[src/rtl/trap_pkg.sv]
// trap_pkg: shared state encoding, CSR addresses and mstatus bit positions for the trap sequencer.
package trap_pkg;
    typedef enum logic [2:0] {
        IDLE,
        SAVE_EPC,
        SAVE_CAUSE,
        SAVE_TVAL,
        UPD_STATUS,
        RST_STATUS,
        REDIRECT
    } state_e;
    localparam logic [11:0] CSR_MSTATUS = 12'h300;
    localparam logic [11:0] CSR_MTVEC   = 12'h305;
    localparam logic [11:0] CSR_MEPC    = 12'h341;
    localparam logic [11:0] CSR_MCAUSE  = 12'h342;
    localparam logic [11:0] CSR_MTVAL   = 12'h343;
    localparam int MIE    = 3;
    localparam int MPIE   = 7;
    localparam int MPP_HI = 12;
    localparam int MPP_LO = 11;
    localparam logic [31:0] EXC_ILLEGAL = 32'd2;
endpackage

[src/rtl/mstatus_xform.sv]
// mstatus_xform: mstatus update for trap entry (exit_i=0) or MRET (exit_i=1).
module mstatus_xform
    import trap_pkg::*;
#(
    parameter int XLEN = 32
) (
    input  logic [XLEN-1:0] mstatus_i,
    input  logic            exit_i,
    output logic [XLEN-1:0] mstatus_o
);
    always_comb begin
        mstatus_o = mstatus_i;
        mstatus_o[MIE] = exit_i ? mstatus_i[MPIE] : 1'b0;
        mstatus_o[MPIE] = exit_i ? 1'b1 : mstatus_i[MIE];
        mstatus_o[MPP_HI:MPP_LO] = 2'b11;
    end
endmodule

[src/rtl/trap_sequencer.sv]
// trap_sequencer: M-mode trap entry / MRET sequencer that owns the CSR write port and stalls the core.
// Define TRAP_MTVAL_EN to add the mtval write (SAVE_TVAL) to the trap path.
module trap_sequencer
    import trap_pkg::*;
#(
    parameter int XLEN   = 32,
    parameter int CSR_AW = 12
) (
    input  logic              clk,
    input  logic              rst,
    input  logic              trap_enter,
    input  logic              trap_exit,
    input  logic [XLEN-1:0]   exception_code,
    input  logic [XLEN-1:0]   pc_i,
    input  logic [XLEN-1:0]   instr_i,
    input  logic [XLEN-1:0]   mstatus_i,
    input  logic [XLEN-1:0]   mtvec_i,
    input  logic [XLEN-1:0]   mepc_i,
    input  logic              ins_csr_we,
    input  logic [CSR_AW-1:0] ins_csr_addr,
    input  logic [XLEN-1:0]   ins_csr_wdata,
    output logic              csr_we,
    output logic [CSR_AW-1:0] csr_waddr,
    output logic [XLEN-1:0]   csr_wdata,
    output logic              stall,
    output logic              redirect_valid,
    output logic [XLEN-1:0]   redirect_pc,
    output logic              busy
);
    localparam logic [XLEN-1:0] ALIGN = ~XLEN'(3);
    state_e state_q, state_d;
    logic exit_q, exit_d;
    logic [XLEN-1:0] pc_q, pc_d, cause_q, cause_d, status_new;
`ifdef TRAP_MTVAL_EN
    logic [XLEN-1:0] instr_q, instr_d;
`else
    logic unused_instr;
    assign unused_instr = ^instr_i;
`endif

    mstatus_xform #(.XLEN(XLEN)) u_xform (
        .mstatus_i(mstatus_i),
        .exit_i   (state_q == RST_STATUS),
        .mstatus_o(status_new)
    );

    assign busy  = state_q != IDLE;
    assign stall = trap_enter | trap_exit | busy;

    always_comb begin
        state_d = state_q;
        exit_d = exit_q;
        pc_d = pc_q;
        cause_d = cause_q;
`ifdef TRAP_MTVAL_EN
        instr_d = instr_q;
`endif
        csr_we = 1'b0;
        csr_waddr = '0;
        csr_wdata = '0;
        redirect_valid = 1'b0;
        redirect_pc = '0;
        case (state_q)
            IDLE: begin
                // the request cycle's own CSR write belongs to the trapping instruction and is dropped
                csr_we = ins_csr_we & ~trap_enter & ~trap_exit;
                csr_waddr = ins_csr_addr;
                csr_wdata = ins_csr_wdata;
                if (trap_enter) begin
                    state_d = SAVE_EPC;
                    exit_d = 1'b0;
                    pc_d = pc_i;
                    cause_d = exception_code;
`ifdef TRAP_MTVAL_EN
                    instr_d = instr_i;
`endif
                end else if (trap_exit) begin
                    state_d = RST_STATUS;
                    exit_d = 1'b1;
                end
            end
            SAVE_EPC: begin
                csr_we = 1'b1;
                csr_waddr = CSR_AW'(CSR_MEPC);
                csr_wdata = pc_q & ALIGN;
                state_d = SAVE_CAUSE;
            end
            SAVE_CAUSE: begin
                csr_we = 1'b1;
                csr_waddr = CSR_AW'(CSR_MCAUSE);
                csr_wdata = cause_q;
`ifdef TRAP_MTVAL_EN
                state_d = SAVE_TVAL;
`else
                state_d = UPD_STATUS;
`endif
            end
`ifdef TRAP_MTVAL_EN
            SAVE_TVAL: begin
                csr_we = 1'b1;
                csr_waddr = CSR_AW'(CSR_MTVAL);
                csr_wdata = instr_q;
                state_d = UPD_STATUS;
            end
`endif
            UPD_STATUS, RST_STATUS: begin
                csr_we = 1'b1;
                csr_waddr = CSR_AW'(CSR_MSTATUS);
                csr_wdata = status_new;
                state_d = REDIRECT;
            end
            REDIRECT: begin
                redirect_valid = 1'b1;
                redirect_pc = (exit_q ? mepc_i : mtvec_i) & ALIGN;
                state_d = IDLE;
            end
            default: state_d = IDLE;
        endcase
    end

    always_ff @(posedge clk) begin
        if (rst) begin
            state_q <= IDLE;
            exit_q <= 1'b0;
            pc_q <= '0;
            cause_q <= '0;
`ifdef TRAP_MTVAL_EN
            instr_q <= '0;
`endif
        end else begin
            state_q <= state_d;
            exit_q <= exit_d;
            pc_q <= pc_d;
            cause_q <= cause_d;
`ifdef TRAP_MTVAL_EN
            instr_q <= instr_d;
`endif
        end
    end
endmodule

[config.mk]
export PLATFORM = sky130hd
export DESIGN_NAME = trap_sequencer
export DESIGN_NICKNAME = d
export VERILOG_FILES = /design/src/rtl/trap_pkg.sv /design/src/rtl/mstatus_xform.sv /design/src/rtl/trap_sequencer.sv
export SDC_FILE = /design/constraint.sdc
export NUM_CORES = 1
export LEC_CHECK = 0
export ABC_AREA = 1
export CORE_AREA = 2 2 125 127
export CTS_CLUSTER_SIZE = 25
export DETAILED_ROUTE_END_ITERATION = 10
export DIE_AREA = 0 0 127 129
export PLACE_DENSITY = 0.74
export SYNTH_ARGS = -nofsm -noshare
export SYNTH_HDL_FRONTEND = slang
export SYNTH_SLANG_ARGS = --single-unit
[constraint.sdc]
create_clock -name clk -period 2.3 [get_ports clk]
set_input_delay 0.46 -clock clk [delete_from_list [all_inputs] [get_ports clk]]
set_output_delay 0.46 -clock clk [all_outputs]
set_load 0.005 [all_outputs]
==> results.md, run 1 <==
* Status: complete, no violations
* Hold buffers post-CTS at 0
* Top cells by area, synth: dfxtp_1 (27%), nand2_1 (18%), inv_1 (15%), nand4_1 (11%), nand3_1 (9.6%)
* Iter 0 DRT Violations at 383
* Crit path time final at 2.275 ns
* Fillers at around 1500
* Max-cap violation count at 0
* Vias in the first global route at 6101
* Routability cong. at around 0.81
* CP bufs+invs at 3
* Worst setup path start: state_q[1]
* Startpoint Class: flip-flop
* Levels on crit path at 6
* Syn avg cell area at 5.649 sq um
* Final hold violation count at 0
* Die height at 129 um
* Design Power at 6.254 mW
* CTS tree: built
* Yosys warnings at 0
* CP max stage cell: clkdlybuf4s50_1
* Remaining DRCs at 0
* Number of buffers created by CTS at 9
* Layout area overhead at 72.54%
* Initial antenna violation count at 10
* Crit-path cells: clkinv_4, nand2_4, buf_6, nand2_2, nand2_1, clkdlybuf4s50_1
* Crit-path max FO at 11
* Synth Instances at 880
* Remaining Overflow, GRT at 0
* CP Data Arrival Time at 1.82 ns
* PD cells at 729.1 nW/um^2
* VDD IR max at 387.3 uV
* Initial cell density of the core at 0.3319
* Area leader, netlist: dfxtp_1
* Final setup viols at 0
* Maximum clock frequency at 439.5 MHz
* Crit path capture type: output port
* Boundary Pins at 321
* Global Route Usage Sum at 0.2642
* Clock root buffer: clkbuf_16
* Final setup TNS at 0 ns
* Fin crit share at 0.9893
* First-pass GRT wire length at 33270 um
* Reg2reg setup slack at around 0.33 ns
* Worst-Margin Slew at around 0.7 ns
* FF-to-FF Start: state_q[2]
* WP data required at 1.84 ns
* DR WL/cell at 16.50 um
* Final ANT Viol Nets at 0
* EDFF count, synth at 0
* Port Buf Inserts at 278
* FP Rows at 45
* Finished Layout Cells at roughly 1400
* Via count at about 6400
* Slew Limit Fails at 0
* Count leader, synth: nand2_1
* Core ar. at 14980 sq um
* Fraction of registers with async set/reset at 0
* Critical Path Max Stage Delay at 0.50 ns
* Yosys top cell area share at 0.2658
* Proportion of synthesized chip area in sequential cells at 0.2658
* Cell variety after synth at 19
* WL final at 22290 um
* Worst reg-to-reg path cell count at 11
* Worst reg2reg path endpoint: pc_q[29]
* Synth Register Bits at 66
* Rel. slew slack at 0.5341
* Final core utilization at 0.5727
* Initial DRT Pass Iterations at 5
* Unrepaired setup endpoints after global routing: yes
* CTS sink cnt at between 60 and 70
* Avg Vias per Cell at 4.741
* CTS H-tree lvls at 3
* CP Class: reg2out
* Dpl hpwl at 16370 um
* Synth top cells by count: nand2_1 (241), inv_1 (201), nand3_1 (95), nand4_1 (90), nor2_1 (77)
* Crit path to: csr_we
* Layout cell share with drive strength beyond 1 at 0.07180
* Clock Tree Buf Depth at 2
* Die ar. at 16380 sq um
* Leakage power at roughly 4.5 nW
* Ys flop type: dfxtp_1
* Die width at 127 um
* Post-Place Cells at 1310
* Largest net degree at the start of global routing at 65
* CP top delay family: buffers and inverters
* Hold Crit Class: in2reg
* Post-synthesis cell area at 4971 sq um
* Clk Latency, worst-skew pair at 0.33 ns
* Skew final at 0.007495 ns
* Clock Pin Slew Worst Setup and Hold Paths at about 0.05 ns
* NumNets Final at ~1400
worst min path at each step:
stage | startpoint | end | slack, ns | depth (start not counted)
floorplan | cause_q[0] | cause_q[0] | 0.49 | 4
global placement | pc_q[28] | pc_q[28] | 0.50 | 4
detailed placement | pc_q[3] | pc_q[3] | 0.50 | 4
CTS | trap_enter | state_q[0] | 0.50 | 3
global route | trap_enter | state_q[0] | 0.53 | 3
finish | trap_enter | state_q[0] | 0.50 | 3
per-layer routing:
layer | part of all wire | wire length, um | global-route usage | vias to the layer above
met5 | 0.0013 | 29 | 0 | -
met4 | 0.022 | 501 | 0.08468 | 6
met3 | 0.10 | 2247 | 0.09854 | 34
met2 | 0.48 | 10600 | 0.4510 | 283
met1 | 0.40 | 8910 | 0.3086 | 2822
li1 | - | - | - | 3260
tightest hold or removal path, stage by stage:
cell and delay (ns):
buf_2 0.11, nor2_2 0.06, nor3_1 0.15
stage by stage:
step	area, sq um	hold WS (ns)	setup slack (ns)
after floorplan	4975	0.4862	0.7497
after global placement	7878	0.4955	-0.01984
after detailed placement	7878	0.4981	-0.006106
after CTS	8451	0.4996	-0.05908
after global routing	8569	0.5270	-0.06203
final	8577	0.5016	0.02457
power by group:
group          switching (mW)  internal [mW]
logic                    1.69           1.67
registers               0.141           1.37
clock network           0.508          0.883
flip-flops by register name, summed over array words and instances, names as in the netlist:
register	count
state_q	3
pc_q	30
cause_q	32
exit_q	1
logic make-up (layout without fill, tap and decap cells):
kind of cell	Yosys count	after routing	share of synthesized area
AO/OA/AOI/OAI	33	33	0.03322
buffers and inverters	271	545	0.2371
flip-flops	66	66	0.2658
other	1	9	0.0007544
AND/OR/NAND/NOR	509	510	0.4631
layout make-up:
type	count	area, sq um	area share
Clock buffer	11	252.7	0.02947
Multi-Input combinational cell	545	2506	0.2922
Clock inverter	3	40.04	0.004668
Inverter	204	775.7	0.09044
Sequential cell	66	1330	0.1551
Tap cell	188	235.2	0.02743
Antenna cell	7	17.52	0.002042
Timing Repair Buffer	327	3420	0.3987
repair_timing:
item,4_1_cts,5_1_grt
setup endpoints to repair,70,41
setup buffers,11,3
cloned,5,1
pin swaps,1,2
resized for setup,61,22
cell usage in the layout, fill, tap and decap left out:
| cell | instances |
|---|---|
| clkdlybuf4s15_1 | 1 |
| inv_1 | 198 |
| clkinv_2 | 2 |
| buf_6 | 6 |
| buf_16 | 3 |
| dlymetal6s2s_1 | 16 |
| inv_6 | 1 |
| a21oi_1 | 31 |
| nor2_4 | 3 |
| buf_4 | 25 |
| nand4_1 | 90 |
| inv_2 | 4 |
| nand2_1 | 238 |
| nor2_2 | 1 |
| clkbuf_16 | 10 |
| dlygate4sd2_1 | 31 |
| nand2_2 | 2 |
| diode_2 | 7 |
| nor2_1 | 76 |
| clkbuf_8 | 2 |
| buf_12 | 10 |
| nor3_1 | 2 |
| nand3_2 | 1 |
| conb_1 | 2 |
| clkinv_4 | 1 |
| dfxtp_1 | 63 |
| buf_2 | 1 |
| bufbuf_16 | 1 |
| nand2_4 | 1 |
| o21ai_1 | 2 |
| buf_8 | 3 |
| nand3_1 | 94 |
| dfxtp_4 | 2 |
| nand3_4 | 1 |
| dfxtp_2 | 1 |
| nor2_8 | 1 |
| clkdlybuf4s50_1 | 229 |
| bufinv_16 | 1 |
Note: power is estimated with default switching activity, not from simulation.
==> run 2: changes to the inputs <==
PLACE_DENSITY = 0.78   (was 0.74)
SYNTH_HIERARCHICAL = 1   (was default)
TNS_END_PERCENT = 1   (was default)
==> run 2 against run 1 <==
The flow now finishes with violations (negative setup slack). Power increased by 4.6%. Sequential share of layout area decreased by 0.29 points. Synthesized area increased by 11%. Sequential cell count unchanged.
==> results.md, run 2 <==
* Hold depth at 4 (+1)
* FF-to-FF Start: state_q[2]
* Core ar. at 14980 sq um (unchanged)
* Reg2reg setup slack at 0.80 ns (+0.47 ns)
* WL final at 19680 um (-12%)
* Clock Tree Buf Depth at 2 (unchanged)
* Synth Register Bits at 66 (unchanged)
* Initial antenna violation count at 0 (-10)
* Most frequent cells in the layout: inv_1 (264), nand2_1 (261), clkdlybuf4s50_1 (249)
* Ys flop type: dfxtp_1
* Maximum clock frequency at 413.9 MHz (-5.8%)
* Final hold violation count at 0 (unchanged)
* Final ANT Viol Nets at 0 (unchanged)
* Initial cell density of the core at 0.3673 (+0.03534)
* Die ar. at 16380 sq um (unchanged)
* Biggest register: cause_q
* Syn avg cell area at 5.350 sq um (-5.3%)
* Leakage power at 4.789 nW (+7.0%)
* Worst reg2reg path endpoint: cause_q[0]
* Layout cell share with drive strength beyond 1 at 0.05929 (-0.01251)
* Skew final at 0.005905 ns (-0.001591 ns)
* EDFF count, synth at 0 (unchanged)
* Max reg flops at 32 (unchanged)
* Clk Latency, worst-skew pair at 0.34 ns (about the same)
* FF/Latch Area at 1325 sq um (-0.38%)
* Crit path capture type: output port
* WP data required at 1.84 ns (about the same)
* Port Buf Inserts at 278 (unchanged)
* Fin crit share at 1.051 (+0.06120)
* Worst reg-to-reg path cell count at 8 (-3)
* Area leader, netlist: dfxtp_1
* Boundary Pins at 321 (unchanged)
* Cell variety after synth at 21 (+2)
* Status: finished with violations
* Synth top cells by count: inv_1 (265), nand2_1 (265), nor2_1 (164), nand3_1 (67), dfxtp_1 (66)
* Post-synthesis cell area at 5500 sq um (+11%)
* Hold Path Origin: pc_q[31]
* Met3 wire length at 1216 um (-46%)
* Die height at 129 um (unchanged)
* Vias in the first global route at 5788 (-5.1%)
* Area of the multi-input gates at 2609 sq um (+4.1%)
* Max-cap violation count at 0 (unchanged)
* Clock root buffer: clkbuf_16
* Routability cong. at 0.8851 (+9.6%)
* Rel. slew slack at 0.5234 (-0.01070)
* Crit-path max FO at 22 (+11)
* Startpoint Class: flip-flop
* M1 WL at 9187 um (+3.1%)
* Clock Pin Slew Worst Setup and Hold Paths at 0.06 ns (about the same)
* Hold Path Sink: pc_q[31]
* Slew Limit Fails at 0 (unchanged)
* Unrepaired setup endpoints after global routing: yes
* Failing checks: negative setup slack
* Max layer used: met4
* DR WL/cell at 13.55 um (-18%)
* Initial DRT Pass Iterations at 5 (unchanged)
* CTS H-tree lvls at 3 (unchanged)
* Remaining DRCs at 0 (unchanged)
* CTS sink cnt at 66 (unchanged)
* Worst Slack Setup Final at -0.1162 ns (-0.1407 ns)
* Hold Crit Class: reg2reg
* Worst hold slack at 0.5090 ns (+0.007342 ns)
* # diodes at 0 (-7)
* First-pass GRT wire length at 30080 um (-9.6%)
* Global Route Usage Sum at 0.2317 (-0.03240)
* Layout area overhead at 58.30%
* FP Rows at 45 (unchanged)
* NumNets Final at 1501 (+7.7%)
* Via count at 6360 (-0.70%)
* Worst-Margin Slew at 0.7149 ns (+0.01605 ns)
* Crit path time final at 2.416 ns (+0.1407 ns)
* Number of buffers created by CTS at 9 (unchanged)
* Final core utilization at 0.5814 (+0.008688)
* Fraction of registers with async set/reset at 0 (unchanged)
* CP Data Arrival Time at 1.96 ns (+0.14 ns)
* Iter 0 DRT Violations at 467 (+22%)
* Die width at 127 um (unchanged)
* Routed wl met2 at 8928 um (-16%)
* CTS tree: built
* Dpl hpwl at 14080 um (-14%)
* Design Power at 6.539 mW (+4.6%)
* Remaining Overflow, GRT at 0 (unchanged)
* Top cells by area, synth: dfxtp_1 (24%), inv_1 (18%), nand2_1 (18%), nor2_1 (11%), nand4_1 (7.1%)
* Avg Vias per Cell at 4.377 (-7.7%)
* Final setup viols at 15 (+15)
* Yosys warnings at 6 (+6)
* Commonest non-fill, non-tap cell in the layout: inv_1
* CP Class: reg2out
* Yosys top cell area share at 0.2402 (-0.02558)
* Largest net degree at the start of global routing at 65 (unchanged)
* Fillers at 1496 (+3.0%)
* VDD IR max at 348.6 uV (-10%)
* PD cells at 751.0 nW/um^2 (+3.0%)
* Biggest regs: cause_q: 32 flops, pc_q: 30 flops, state_q: 3 flops
* Synth Instances at 1028 (+17%)
* Proportion of synthesized chip area in sequential cells at 0.2402 (-0.02558)
run 2: cell count changes after synthesis, moves of 24 or more:
cell	change
nand3_1	-28
nand2_1	+24
nor2_1	+87
inv_1	+64
nand4_1	-28
buf_4	+35
run 2: worst max-delay path: stages (launching register included):
cell,delay [ns]
dfxtp_2,0.35
nor2_4,0.17
buf_4,0.15
buf_12,0.15
nand3_1,0.10
nand2_1,0.09
inv_1,0.05
nand2_1,0.06
clkdlybuf4s50_1,0.49
run 2: final cells by class:
class / instances / area share
clock buffer: 15 / 0.03305
clock inverter: 1 / 0.003449
inverter: 267 / 0.1154
multi-input combinational: 602 / 0.2996
sequential: 66 / 0.1522
tap: 188 / 0.02702
timing repair buffer: 314 / 0.3693
run 2: worst max path at each step:
stage	cells past startpoint	startpoint	end	slack, ns
floorplan	10	state_q[1]	csr_wdata[3]	0.71
global placement	8	mstatus_i[7]	csr_wdata[3]	0.02
detailed placement	8	mstatus_i[3]	csr_wdata[7]	0.03
CTS	8	state_q[1]	csr_wdata[19]	-0.14
global route	8	state_q[2]	csr_wdata[19]	-0.22
finish	8	state_q[2]	csr_wdata[19]	-0.12
run 2: timing repair:
action / 4_1_cts / 5_1_grt
pin swaps: 3 / 3
buffers inserted: 8 / 0
hold endpoints to repair: 0 / 0
hold buffers: 0 / 0
setup endpoints to repair: 74 / 48
gates cloned: 3 / 0
resized for setup: 38 / 16
run 2: power breakdown:
| part | internal, mW | switching, mW | leakage (nW) |
|---|---|---|---|
| Clock | 0.959 | 0.516 | 0.156 |
| Combinational | 1.71 | 1.86 | 4.09 |
| Sequential | 1.38 | 0.105 | 0.547 |
| Total | 4.05 | 2.48 | 4.79 |
run 2: metrics by stage:
step,setup slack (ns),cell area [sq um],std cells,TNS [ns]
finish,-0.1162,8707,1453,-1.129
global route,-0.2228,8707,1453,-3.241
CTS,-0.1352,8681,1453,-1.753
detailed placement,0.03463,8188,1426,0
global placement,0.01812,8188,1426,0
floorplan,0.7128,5508,1030,0
run 2: per-layer routing:
metal,global-route usage,vias up
li1,-,3423
met1,0.3346,2693
met2,0.3599,220
met3,0.03160,24
met4,0.06981,0
met5,0,-
run 2: logic make-up after synthesis:
kind of cell | after synthesis | share of synthesized area
buf+inv | 362 | 0.2932
flops | 66 | 0.2402
compound gates | 35 | 0.03185
simple gates | 563 | 0.4333
other cells | 2 | 0.001365
==> run 3: changes to the inputs <==
REMOVE_ABC_BUFFERS = 1   (was default)
TNS_END_PERCENT = 100   (was 1)
==> run 3 against run 2 <==
Power decreased by 0.74%. Design area increased by 1.5%. Cell count decreased by 0.14%. Sequential share of layout area decreased by 0.21 points. Combinational power increased by 1%. Critical path depth unchanged. Hold slack got worse by 0.0013 ns. Global-route usage decreased by 1.4 points. Critical endpoint is now csr_wdata[23]. Critical path type unchanged. First-iteration DRC count decreased by 32%. Utilization increased by 0.89 points. Sequential cell count unchanged. Maximum frequency increased by 2.8%. The run still ends with negative setup slack left.
==> results.md, run 3 (synthesized netlist as in run 2, its figures left out) <==
* Status: finished with violations
* Failing checks: negative setup slack
* Die ar. at 16380 sq um (unchanged)
* Largest net degree at the start of global routing at 65 (unchanged)
* CP max stage cell: clkdlybuf4s50_1
* Vias in the first global route at 5806 (+0.31%)
* Via count at 6452 (+1.4%)
* Die width at 127 um (unchanged)
* Most frequent cells in the layout: inv_1 (264), nand2_1 (264), clkdlybuf4s50_1 (236)
* Clk Latency, worst-skew pair at 0.32 ns (-0.02 ns)
* Clock Tree Buf Depth at 2 (unchanged)
* Core ar. at 14980 sq um (unchanged)
* Remaining Overflow, GRT at 0 (unchanged)
* Crit-path max FO at 23 (+4.5%)
* Crit path capture type: output port
* Avg Vias per Cell at 4.447 (+1.6%)
* CP Data Arrival Time at 1.89 ns (-0.07 ns)
* Die height at 129 um (unchanged)
* Pre-CTS setup slack at 0.06426 ns (+0.02962 ns)
* Initial cell density of the core at 0.3673 (unchanged)
* Seq pwr share at 0.231 (+0.003)
* Iter 0 DRT Violations at 317 (-32%)
* Logic pwr share at 0.558 (+0.011)
* Hold Path Origin: pc_q[4]
* Startpoint Class: flip-flop
* Initial DRT Pass Iterations at 4 (-1)
* Biggest register: cause_q
* Slew Limit Fails at 0 (unchanged)
* Hold Path Sink: pc_q[4]
* Max reg flops at 32 (unchanged)
* Int Power at 4.102 mW (+1.2%)
* CTS tree: built
* Sw frac at 0.3680 (-0.01192)
* Finished Layout Cells at 1451 (-0.14%)
* Biggest regs: cause_q: 32 flops, pc_q: 30 flops, state_q: 3 flops
* CP bufs+invs at 4 (unchanged)
* Boundary Pins at 321 (unchanged)
* Initial antenna violation count at 1 (+1)
* Worst reg-to-reg path cell count at 9 (+1)
* Final ANT Viol Nets at 0 (unchanged)
* Global Route Usage Sum at 0.2182 (-0.01350)
* Final core utilization at 0.5902 (+0.008856)
* Final setup viols at 9 (-6)
* CTS sink cnt at 66 (unchanged)
* NumNets Final at 1498 (-0.20%)
* Unrepaired setup endpoints after global routing: yes
* Skew final at 0.002676 ns (-0.003228 ns)
* Hold depth at 4 (unchanged)
* FP Rows at 45 (unchanged)
* WL final at 19050 um (-3.2%)
* Port Buf Inserts at 278 (unchanged)
* Crit path time final at 2.350 ns (-0.06584 ns)
* PD cells at 734.3 nW/um^2 (-2.2%)
* Clock Pin Slew Worst Setup and Hold Paths at 0.05 ns (about the same)
* Worst Slack Setup Final at -0.05034 ns (+0.06584 ns)
* Maximum clock frequency at 425.5 MHz (+2.8%)
* Final hold violation count at 0 (unchanged)
* Post-Place Cells at 1426 (unchanged)
* Layout cell share with drive strength beyond 1 at 0.04675 (-0.01254)
* Fillers at 1471 (-1.7%)
* VDD IR max at 392.2 uV (+13%)
* DR WL/cell at 13.13 um (-3.1%)
* Dpl hpwl at 13220 um (-6.1%)
* Crit-path cells: nor2_4, buf_12, buf_12, nand3_1, nand2_1, inv_1, nand2_1, clkdlybuf4s50_1
* Critical Path Max Stage Delay at 0.49 ns (about the same)
* Design Power at 6.491 mW (-0.74%)
* CTS H-tree lvls at 3 (unchanged)
* Max-cap violation count at 0 (unchanged)
* Reg2reg setup slack at 0.62 ns (-0.18 ns)
* First-pass GRT wire length at 28780 um (-4.3%)
* CP top delay family: buffers and inverters
* Remaining DRCs at 0 (unchanged)
* Fin crit share at 1.022 (-0.02863)
* Clock network power share at 0.211 (-0.015)
* Number of buffers created by CTS at 9 (unchanged)
* Routability cong. at 0.8270 (-6.6%)
* Hold Crit Class: reg2reg
* Worst hold slack at 0.5076 ns (-0.001342 ns)
* Leakage power at 5.158 nW (+7.7%)
* Clock root buffer: clkbuf_16
* Layout area overhead at 60.71%
* WP data required at 1.84 ns (about the same)
* Worst reg2reg path endpoint: pc_q[23]
* FF-to-FF Start: state_q[2]
* Net switching power at 2.389 mW (-3.9%)
* CP Class: reg2out
[run 3: cell count changes in the layout (fill, tap and decap cells not counted), sizes merged]
cell,delta
buf,-5
bufbuf,+1
clkbuf,-2
clkdlybuf4s50,-13
clkinv,+1
diode,+1
dlygate4sd2,-6
dlymetal6s2s,+21
[run 3: through the flow]
stage          TNS, ns  area [sq um]
6_report       -0.2575          8840
5_1_grt         -1.708          8837
4_1_cts         -1.365          8707
3_5_place_dp         0          8277
3_3_place_gp         0          8277
2_1_floorplan   -73.28          4900
[run 3: power groups by stage]
stage / clock network (mW) / logic, mW / registers (mW)
after floorplan: 0 / 1.60 / 1.52
after global placement: 0 / 3.38 / 1.50
after detailed placement: 0 / 3.41 / 1.51
after CTS: 1.41 / 3.61 / 1.50
after global routing: 1.47 / 4.03 / 1.52
final: 1.37 / 3.62 / 1.50
[run 3: worst max-delay path by stage]
stage | from | end | depth (start not counted) | slack (ns)
floorplan | state_q[2] | csr_we | 5 | -0.83
global placement | mstatus_i[7] | csr_wdata[3] | 8 | 0.07
detailed placement | trap_exit | csr_we | 5 | 0.06
CTS | state_q[2] | csr_wdata[11] | 8 | -0.09
global route | state_q[2] | csr_wdata[18] | 8 | -0.16
finish | state_q[2] | csr_wdata[23] | 8 | -0.05
[run 3: cell type report]
class | instances | area (sq um) | share of cell area
Timing Repair Buffer | 311 | 3386 | 0.3830
Multi-Input combinational cell | 602 | 2584 | 0.2923
Sequential cell | 66 | 1326 | 0.1500
Inverter | 267 | 1007 | 0.1139
Clock buffer | 14 | 264.0 | 0.02987
Tap cell | 188 | 235.2 | 0.02661
Clock inverter | 2 | 35.03 | 0.003963
Antenna cell | 1 | 2.502 | 0.0002831
[run 3: repair_timing]
action	CTS	global route
hold endpoints to repair	0	0
pin swaps	0	0
hold buffers	0	0
cloned	3	1
resized for setup	20	36
endpoints found under the setup margin	48	50
setup buffers	3	1
[run 3: tightest hold or removal path: stages, from the launching register on]
cell and delay [ns]:
dfxtp_1 0.30, inv_1 0.04, nand2_1 0.04, inv_1 0.04
nor2_1 0.03
[run 3: layer usage]
layer / vias to the layer above / GRT usage / part of all wire
li1: 3426 / - / -
met1: 2782 / 0.2471 / 0.40
met2: 221 / 0.3982 / 0.49
met3: 23 / 0.05988 / 0.084
met4: 0 / 0.07111 / 0.022
met5: - / 0 / 0
